$ cat config.mk
export PLATFORM = sky130hd
export DESIGN_NAME = eth_frame_parser
export DESIGN_NICKNAME = d
export VERILOG_FILES = /design/src/rtl/eth_frame_parser.sv
export SDC_FILE = /design/constraint.sdc
export NUM_CORES = 1
export LEC_CHECK = 0
export ABC_AREA = 0
export CORE_ASPECT_RATIO = 1.5
export CORE_MARGIN = 10
export CORE_UTILIZATION = 45
export DETAILED_ROUTE_END_ITERATION = 12
export GPL_TIMING_DRIVEN = 0
export PLACE_DENSITY = 0.7
export SLEW_MARGIN = 40
export SYNTH_ARGS = -nofsm -noshare
export SYNTH_HDL_FRONTEND = slang
export SYNTH_SLANG_ARGS = --single-unit
$ cat constraint.sdc
create_clock -name clk -period 2.1 [get_ports clk]
set_input_delay 0.315 -clock clk [delete_from_list [all_inputs] [get_ports clk]]
set_output_delay 0.315 -clock clk [all_outputs]
set_load 0.02 [all_outputs]
$ cat src/rtl/eth_frame_parser.sv
// eth_frame_parser
// Byte-wide GMII receive parser. It checks the preamble and SFD, then captures
// DA, SA, up to MAX_VLAN_TAGS VLAN TCIs and the inner EtherType, and streams
// the rest of the frame (payload + FCS) with a last marker. At end of frame it
// reports the length and the error status.
// Ports:
//   clk, rst                          clock, synchronous active-high reset
//   rx_valid, rx_data, rx_er          GMII receive (RX_DV, RXD, RX_ER)
//   hdr_valid                         one-cycle pulse, header outputs updated
//   dst_mac, src_mac                  first received byte in [47:40]
//   ether_type, vlan_count, vlan_tci  inner type, tag count, TCIs (outer tag low)
//   pay_valid, pay_data, pay_last     payload/FCS stream
//   frame_done, frame_len             end-of-frame pulse and DA..last byte count
//   err_preamble/short/long/rx        error flags, meaningful with frame_done
module eth_frame_parser #(
  parameter int MAX_VLAN_TAGS   = 2,
  parameter int MIN_FRAME_BYTES = 64,
  parameter int MAX_FRAME_BYTES = 1522,
  parameter int LEN_W           = $clog2(MAX_FRAME_BYTES + 1)
) (
  input  logic                 clk,
  input  logic                 rst,
  input  logic                 rx_valid,
  input  logic [7:0]           rx_data,
  input  logic                 rx_er,
  output logic                 hdr_valid,
  output logic [47:0]          dst_mac,
  output logic [47:0]          src_mac,
  output logic [15:0]          ether_type,
  output logic [1:0]           vlan_count,
  output logic [16*((MAX_VLAN_TAGS > 0) ? MAX_VLAN_TAGS : 1)-1:0] vlan_tci,
  output logic                 pay_valid,
  output logic [7:0]           pay_data,
  output logic                 pay_last,
  output logic                 frame_done,
  output logic [LEN_W-1:0]     frame_len,
  output logic                 err_preamble,
  output logic                 err_short,
  output logic                 err_long,
  output logic                 err_rx
);

  // With MAX_VLAN_TAGS=0 one unused TCI slot is kept so the port stays legal.
  localparam int unsigned      TAG_SLOTS = (MAX_VLAN_TAGS > 0) ? MAX_VLAN_TAGS : 1;
  localparam int unsigned      TCI_W     = 16 * TAG_SLOTS;
  localparam logic [1:0]       TAG_LIMIT = 2'(MAX_VLAN_TAGS);
  localparam logic [LEN_W-1:0] LEN_MAX   = LEN_W'(MAX_FRAME_BYTES);
  localparam logic [LEN_W-1:0] LEN_MIN   = LEN_W'(MIN_FRAME_BYTES);

  typedef enum logic [3:0] {
    IDLE, PRE, SFD, DST, SRC, TYPE, TCI, PAY, DROP
  } state_t;

  state_t           r_state;
  logic [2:0]       r_cnt;
  logic [LEN_W-1:0] r_len;
  logic [47:0]      r_dst;
  logic [47:0]      r_src;
  logic [7:0]       r_hi;
  logic [1:0]       r_vcnt;
  logic [15:0]      r_tci [TAG_SLOTS];
  logic [7:0]       r_hold;
  logic             r_hold_v;
  logic             r_err_pre;
  logic             r_err_long;
  logic             r_err_rx;

  logic [15:0]      w_type;
  logic             w_tpid;
  logic             w_end;
  logic             w_short;
  logic [TCI_W-1:0] w_tci_packed;

  always_comb begin
    w_type       = {r_hi, rx_data};
    w_tpid       = ((w_type == 16'h8100) || (w_type == 16'h88A8)) && (r_vcnt < TAG_LIMIT);
    // Any non-idle state ends the frame on the first cycle without rx_valid.
    w_end        = !rx_valid && (r_state != IDLE);
    // Truncated headers are short; a preamble failure never counted bytes,
    // so it is not additionally flagged as short.
    w_short      = (r_state inside {PRE, SFD, DST, SRC, TYPE, TCI}) ||
                   (!r_err_pre && (r_len < LEN_MIN));
    w_tci_packed = '0;
    for (int unsigned i = 0; i < TAG_SLOTS; i++) begin
      w_tci_packed[16*i +: 16] = r_tci[i];
    end
  end

  always_ff @(posedge clk) begin
    if (rst) begin
      r_state      <= IDLE;
      r_cnt        <= '0;
      r_len        <= '0;
      r_dst        <= '0;
      r_src        <= '0;
      r_hi         <= '0;
      r_vcnt       <= '0;
      r_hold       <= '0;
      r_hold_v     <= 1'b0;
      r_err_pre    <= 1'b0;
      r_err_long   <= 1'b0;
      r_err_rx     <= 1'b0;
      for (int unsigned i = 0; i < TAG_SLOTS; i++) r_tci[i] <= '0;
      hdr_valid    <= 1'b0;
      dst_mac      <= '0;
      src_mac      <= '0;
      ether_type   <= '0;
      vlan_count   <= '0;
      vlan_tci     <= '0;
      pay_valid    <= 1'b0;
      pay_data     <= '0;
      pay_last     <= 1'b0;
      frame_done   <= 1'b0;
      frame_len    <= '0;
      err_preamble <= 1'b0;
      err_short    <= 1'b0;
      err_long     <= 1'b0;
      err_rx       <= 1'b0;
    end else begin
      hdr_valid    <= 1'b0;
      pay_valid    <= 1'b0;
      pay_last     <= 1'b0;
      frame_done   <= 1'b0;
      err_preamble <= 1'b0;
      err_short    <= 1'b0;
      err_long     <= 1'b0;
      err_rx       <= 1'b0;

      if (rx_valid && rx_er) r_err_rx <= 1'b1;

      case (r_state)
        IDLE: if (rx_valid) begin
          // This byte is preamble byte 1; PRE then checks bytes 2..7.
          r_cnt      <= '0;
          r_len      <= '0;
          r_vcnt     <= '0;
          r_hold_v   <= 1'b0;
          r_err_rx   <= rx_er;
          r_err_long <= 1'b0;
          for (int unsigned i = 0; i < TAG_SLOTS; i++) r_tci[i] <= '0;
          if (rx_data == 8'h55) begin
            r_err_pre <= 1'b0;
            r_state   <= PRE;
          end else begin
            r_err_pre <= 1'b1;
            r_state   <= DROP;
          end
        end
        PRE: if (rx_valid) begin
          if (rx_data != 8'h55) begin
            r_err_pre <= 1'b1;
            r_state   <= DROP;
            r_cnt     <= '0;
          end else if (r_cnt == 3'd5) begin
            r_state <= SFD;
            r_cnt   <= '0;
          end else begin
            r_cnt <= r_cnt + 3'd1;
          end
        end
        SFD: if (rx_valid) begin
          r_cnt <= '0;
          if (rx_data == 8'hD5) begin
            r_state <= DST;
          end else begin
            r_err_pre <= 1'b1;
            r_state   <= DROP;
          end
        end
        DST, SRC: if (rx_valid) begin
          r_len <= r_len + LEN_W'(1);
          if (r_state == DST) r_dst <= {r_dst[39:0], rx_data};
          else                r_src <= {r_src[39:0], rx_data};
          if (r_cnt == 3'd5) begin
            r_state <= (r_state == DST) ? SRC : TYPE;
            r_cnt   <= '0;
          end else begin
            r_cnt <= r_cnt + 3'd1;
          end
        end
        TYPE: if (rx_valid) begin
          r_len <= r_len + LEN_W'(1);
          if (r_cnt == 3'd0) begin
            r_hi  <= rx_data;
            r_cnt <= 3'd1;
          end else begin
            r_cnt <= '0;
            if (w_tpid) begin
              r_state <= TCI;
            end else begin
              ether_type <= w_type;
              dst_mac    <= r_dst;
              src_mac    <= r_src;
              vlan_count <= r_vcnt;
              vlan_tci   <= w_tci_packed;
              hdr_valid  <= 1'b1;
              r_hold_v   <= 1'b0;
              r_state    <= PAY;
            end
          end
        end
        TCI: if (rx_valid) begin
          r_len <= r_len + LEN_W'(1);
          if (r_cnt == 3'd0) begin
            r_hi  <= rx_data;
            r_cnt <= 3'd1;
          end else begin
            for (int unsigned i = 0; i < TAG_SLOTS; i++) begin
              if (r_vcnt == 2'(i)) r_tci[i] <= {r_hi, rx_data};
            end
            r_vcnt  <= r_vcnt + 2'd1;
            r_cnt   <= '0;
            r_state <= TYPE;
          end
        end
        PAY: begin
          // One byte is held back so the final byte can carry pay_last once
          // rx_valid drops (or the length limit is hit).
          if (rx_valid) begin
            if (r_len == LEN_MAX) begin
              r_err_long <= 1'b1;
              if (r_hold_v) begin
                pay_valid <= 1'b1;
                pay_data  <= r_hold;
                pay_last  <= 1'b1;
              end
              r_hold_v <= 1'b0;
              r_cnt    <= '0;
              r_state  <= DROP;
            end else begin
              r_len <= r_len + LEN_W'(1);
              if (r_hold_v) begin
                pay_valid <= 1'b1;
                pay_data  <= r_hold;
              end
              r_hold   <= rx_data;
              r_hold_v <= 1'b1;
            end
          end else if (r_hold_v) begin
            pay_valid <= 1'b1;
            pay_data  <= r_hold;
            pay_last  <= 1'b1;
            r_hold_v  <= 1'b0;
          end
        end
        DROP: ;
        default: r_state <= IDLE;
      endcase

      if (w_end) begin
        frame_done   <= 1'b1;
        frame_len    <= r_len;
        err_preamble <= r_err_pre;
        err_short    <= w_short;
        err_long     <= r_err_long;
        err_rx       <= r_err_rx;
        r_state      <= IDLE;
        r_cnt        <= '0;
        r_err_pre    <= 1'b0;
        r_err_long   <= 1'b0;
        r_err_rx     <= 1'b0;
      end
    end
  end

endmodule

==> impl_metrics.yaml <==
outcome:
  outcome: "completed"
yosys:
  ys_ff_latch: 341
  netlist.area_leader.share: 0.4630
  synthTopCellsByCount: "nand2_1 (419), dfxtp_1 (309), a21oi_1 (166), a21oi_2 (101), nand2_2 (101)"
  synth.largest_area_cell: "dfxtp_1"
  avgSynthCellArea_um2: 9.182
  synthMostInstantiatedCell: "nand2_1"
  syn_area_mm2: 0.01336
  ys_top_cells_by_area: "dfxtp_1 (46%), nand2_1 (12%), edfxtp_1 (7.2%)"
  syn_inst: 1455
  synthFlopType: "dfxtp_1"
  yosysSeqAreaShare: 0.5349
  synth_cell_types: 66
  yosys_warnings: 0
  synthesis.nets: 1471
  synth-edff-count: 32
  ys_async_sr_fraction: 0
timing:
  setup_viol: 0
  fin_crit_sh: 0.9883
  grt_setup_unrepaired: "true"
  skew_ns: 0.01318
  tightest_slew_ns: 0.7565
  fmax_mhz: 481.8
  slew-limit-headroom: 0.4956
  finalHoldViolCount: 0
  post-route-min-period_ns: 2.076
  setup_tns_ns: 0
  slew_violations: 0
min_path:
  hold_depth: 3
  hold_class: "input pin to flop"
  hp-start: "rx_data[3]"
die:
  start_util: 0.4547
  dieArea_mm2: 0.03712
  coreArea_mm2: 0.02938
  row_count: 77
  io_pins: 185
  die_w_um: 160.7
  fp.dieH_um: 231.0
grt:
  grt_max_degree: 17
  grt.total_usage: 0.1883
  grt-ovfl-total: 0
  antenna_found_initial: 1
  grt_pass1_wl_um: 57190
  grt_pass1_vias: 10350
worst_setup_path:
  path_buf_inv: 3
  slowest_stage: "clkdlybuf4s50_1"
  cpPeakStageDelay_ns: 0.72
  r2r_start: "r_hi[0]"
  cp.depth: 8
  rr_worst_depth: 7
  crit_chain: "clkdlybuf4s50_1 -> nor4b_2 -> nand3_2 -> o2111a_1 -> buf_4 -> clkbuf_4 -> nand2_1 -> a21oi_2"
  startpoint: "rx_data[6]"
  path_max_fanout: 10
  path_class: "input pin to flop"
  crit_family: "buffers and inverters"
  required_ns: 2.54
  cp-end-kind: "flop"
  critPathLaunchType: "input pin"
  arrival_ns: 2.51
clocking:
  path_clk_slew_ns: 0.07
  clock-sinks: 341
  clk_latency_ns: 0.57
  cts_root_buf: "clkbuf_16"
  cts_buffers: 30
  cts_tree: "built"
  h-tree-depth: 1
  cts_buffer_depth: 3
layout:
  syn_to_final_growth_pct: 25.33
  fin_area_mm2: 0.01674
  drive_above_1_share: 0.2073
  num-nets-final: 1689
  nFillCells: 2627
pwr:
  p_sw_frac: 0.2444
  peakVddDrop_uv: 594.1
  leakage_nw: 5.457
  pwr-share-comb: 0.089
  seqPwrFrac: 0.511
  internal_power_w: 0.01017
  power_density_mw_per_mm2: 804.0
  clockPowerShare: 0.400
  p_sw_w: 0.003290
drt:
  vias_per_cell: 5.119
  first_pass_iters: 5
  routedWlPerCell_um: 17.54
  drcViolationCount: 0
  drtIter0Drc: 576
  wl_um: 36650
  num_vias: 10693
  antenna_left: 0
placement:
  post_dp_cell_area_mm2: 0.01567
  port_buffers: 179
  place_hpwl_um: 27000
  gp_congestion: 0.8575
run:
  cap_viol_max_count: 0
power by group through the flow:
| stage | clock (W) | combinational, W | sequential [W] |
|---|---|---|---|
| global route | 0.00571 | 0.00131 | 0.00689 |
| floorplan | 0 | 0.000773 | 0.00700 |
| detailed placement | 0 | 0.00111 | 0.00702 |
| global placement | 0 | 0.00108 | 0.00702 |
| finish | 0.00539 | 0.00120 | 0.00688 |
| CTS | 0.00547 | 0.00113 | 0.00687 |
worst reg2reg max path, delay by kind of cell (launching register included):
family                 cells  cell delay (ns)
DFF                        1             0.44
and+or+nand+nor            2             0.37
muxes                      1             0.26
AOI/OAI and AO/OA          2             0.38
buffers and inverters      2             0.48
routing by layer:
layer	routed length, um	track usage
met3	2216	0.03478
met4	793	0.05667
met1	14170	0.2114
met2	19460	0.3513
met5	11	0
cell usage in the layout, fill, tap and decap left out, drive strengths merged, types with 4 or more instances in the layout:
cell           instances
buf                   63
xnor2                  7
and3                   6
clkbuf                98
o21ai                  9
a21oi                267
inv                    6
mux2i                 10
nor3                   9
nand3                 24
clkdlybuf4s50        178
nor4                   4
a211oi                 7
dfxtp                309
nand2                520
xor2                   4
and4bb                 5
nor2                  35
nor4b                  6
ha                     4
edfxtp                32
and2                  23
a22o                  12
flip-flops by register name, indices dropped and copies added (netlist names), 2 cells and up, named ones only:
signal      flops
r_cnt           3
ether_type     16
frame_len      11
r_state         4
vlan_count      2
r_vcnt          2
dst_mac        48
r_dst          48
r_tci          32
pay_data        8
r_hold          8
src_mac        48
r_hi            8
r_len          11
vlan_tci       32
r_src          48
area by class of cell:
type	instances	area (um2)	share of cell area
diodes	1	2.502	0.0001494
plain buffers	106	739.5	0.04416
clock buffers	47	887.1	0.05298
clock inverters	5	52.55	0.003138
inverters	6	22.52	0.001345
multi-input cells	1001	5540	0.3309
flip-flops and latches	341	7148	0.4269
well taps	395	494.2	0.02952
repair buffers	187	1858	0.1110
final timing paths:
check | to | slack (ns)
worst min-delay path | r_src[3] | 0.04
worst max-delay path | ether_type[14] | 0.02
worst min register to register | dst_mac[47] | 0.45
worst max register to register | ether_type[14] | 0.10
cell families after synthesis:
logic type | count (synthesis) | synth area share
AND/OR/NAND/NOR | 649 | 0.2253
flip-flops | 341 | 0.5349
AO/OA/AOI/OAI | 327 | 0.1653
buffers and inverters | 113 | 0.05544
XOR/XNOR | 11 | 0.007773
multiplexers | 10 | 0.007492
adder cells (fa/ha/maj) | 4 | 0.003746
through the flow:
stage	hold WS, ns	setup WS [ns]	total power [W]	std cells	utilization
6_report	0.03518	0.02448	0.01346	2089	0.5699
3_3_place_gp	0.4400	-1.135	0.008105	2029	0.5325
3_5_place_dp	0.4449	-0.8358	0.008132	2030	0.5333
5_1_grt	0.04516	-0.01584	0.01391	2088	0.5698
2_1_floorplan	0.4305	0.03018	0.007768	1455	-
4_1_cts	0.02184	0.003354	0.01347	2084	0.5667
repair_timing:
item,4_1_cts,5_1_grt
resized for setup,6,34
pin swaps,0,3
cloned,0,0
setup buffers,2,5
setup endpoints to repair,204,165
hold buffers,0,0
No activity file was read; power rests on OpenSTA's default activity.
==> variant: new RTL, same settings <==
Reset style: asynchronous (`rst`), changed in one clocked block. Comments in the files are not updated.
--- a/src/rtl/eth_frame_parser.sv
+++ b/src/rtl/eth_frame_parser.sv
@@ -86,7 +86,7 @@
     end
   end
 
-  always_ff @(posedge clk) begin
+  always_ff @(posedge clk or posedge rst) begin
     if (rst) begin
       r_state      <= IDLE;
       r_cnt        <= '0;
Function: differs if rst is asserted again (counterexample within 4 cycles, from zero or initial values and one cycle with rst high); with rst held inactive, the same outputs for 4 cycles.
==> variant against the unedited design <==
  * Setup slack gained 33 ps
  * First-iteration DRC count shrank 42%
  * Total power grew 4.9%
  * Critical path type is now flop to flop
  * Largest power group unchanged
  * Design area grew 5.0%
  * Sequential cell count is the same
  * Wire length shrank 8.6%
  * Worst hold slack gained 150 ps
  * Area after synthesis grew 0.87%
==> variant: results (changes against the unedited design) <==
status = finished clean
adder and majority cell fraction of the synthesized area = 0.003714 (-0.00003234)
Rel. slew slack = 0.4390 (-0.05660)
share of cells above drive strength 1 = 0.2569 (+0.04953)
Metal-1 WL = 13360 um (-5.7%)
Filler cells = 2380 (-9.4%)
Layout non-clock buf frac = 0.1498 (-0.005293)
vias in the first global route = 8936 (-14%)
TritonCTS buffer count = 35 (+17%)
metal2 WL = 17480 um (-10%)
top post-synthesis cells by area = dfrtp_1 (63%), mux2_2 (13%), mux2_1 (11%)
initial antenna violation count = 0 (-1)
Final clock-cell share = 0.06780 (+0.01168)
register area share after synthesis = 0.6332 (+0.09825)
mux cell area share after synthesis = 0.2346 (+0.2271)
LEAKAGE = 0.008571 uW (+57%)
worst reg-to-reg setup slack = 60 ps (-40 ps)
GP Congestion = 0.8573 (about the same)
minimum clock period = 2042 ps (-33.32 ps)
Reg area = 8539 sq um (+19%)
drt total wl = 33500 um (-8.6%)
layout inverter count without the clock tree = 13 (+7)
top layer in use = met4
multi-input combinational area share = 0.2657 (-0.06515)
Synth Area in Compound Gates = 0.04187 (-0.1234)
variant: changes by cell type after synthesis, sizes merged, moves of 15 or more:
cell and delta:
a21oi -251, o21ai +37, dfrtp +341, edfxtp -32, clkbuf -41, nor2 -20, and2 -15, nand3 -17
nand2 -454, dfxtp -309, buf -17, mux2 +279
variant: repair_timing:
action,CTS,global route
hold buffers,0,0
endpoints found under the setup margin,233,214
setup buffers,10,4
hold endpoints to repair,0,0
gates resized for setup,30,25
cloned,1,0
pin swaps,2,1
variant: worst max-delay path: stages, from the launching register on:
cell	delay, ps
dfrtp_2	420
inv_1	60
ha_1	160
nor4bb_2	300
nand4b_1	120
buf_4	180
a211oi_4	270
nand2b_1	120
buf_4	150
mux2i_1	160
variant: report_power, final:
part | total (uW) | switching [uW] | internal, uW
logic | 998 | 632 | 366
clock network | 6390 | 2520 | 3870
registers | 6720 | 76.2 | 6650
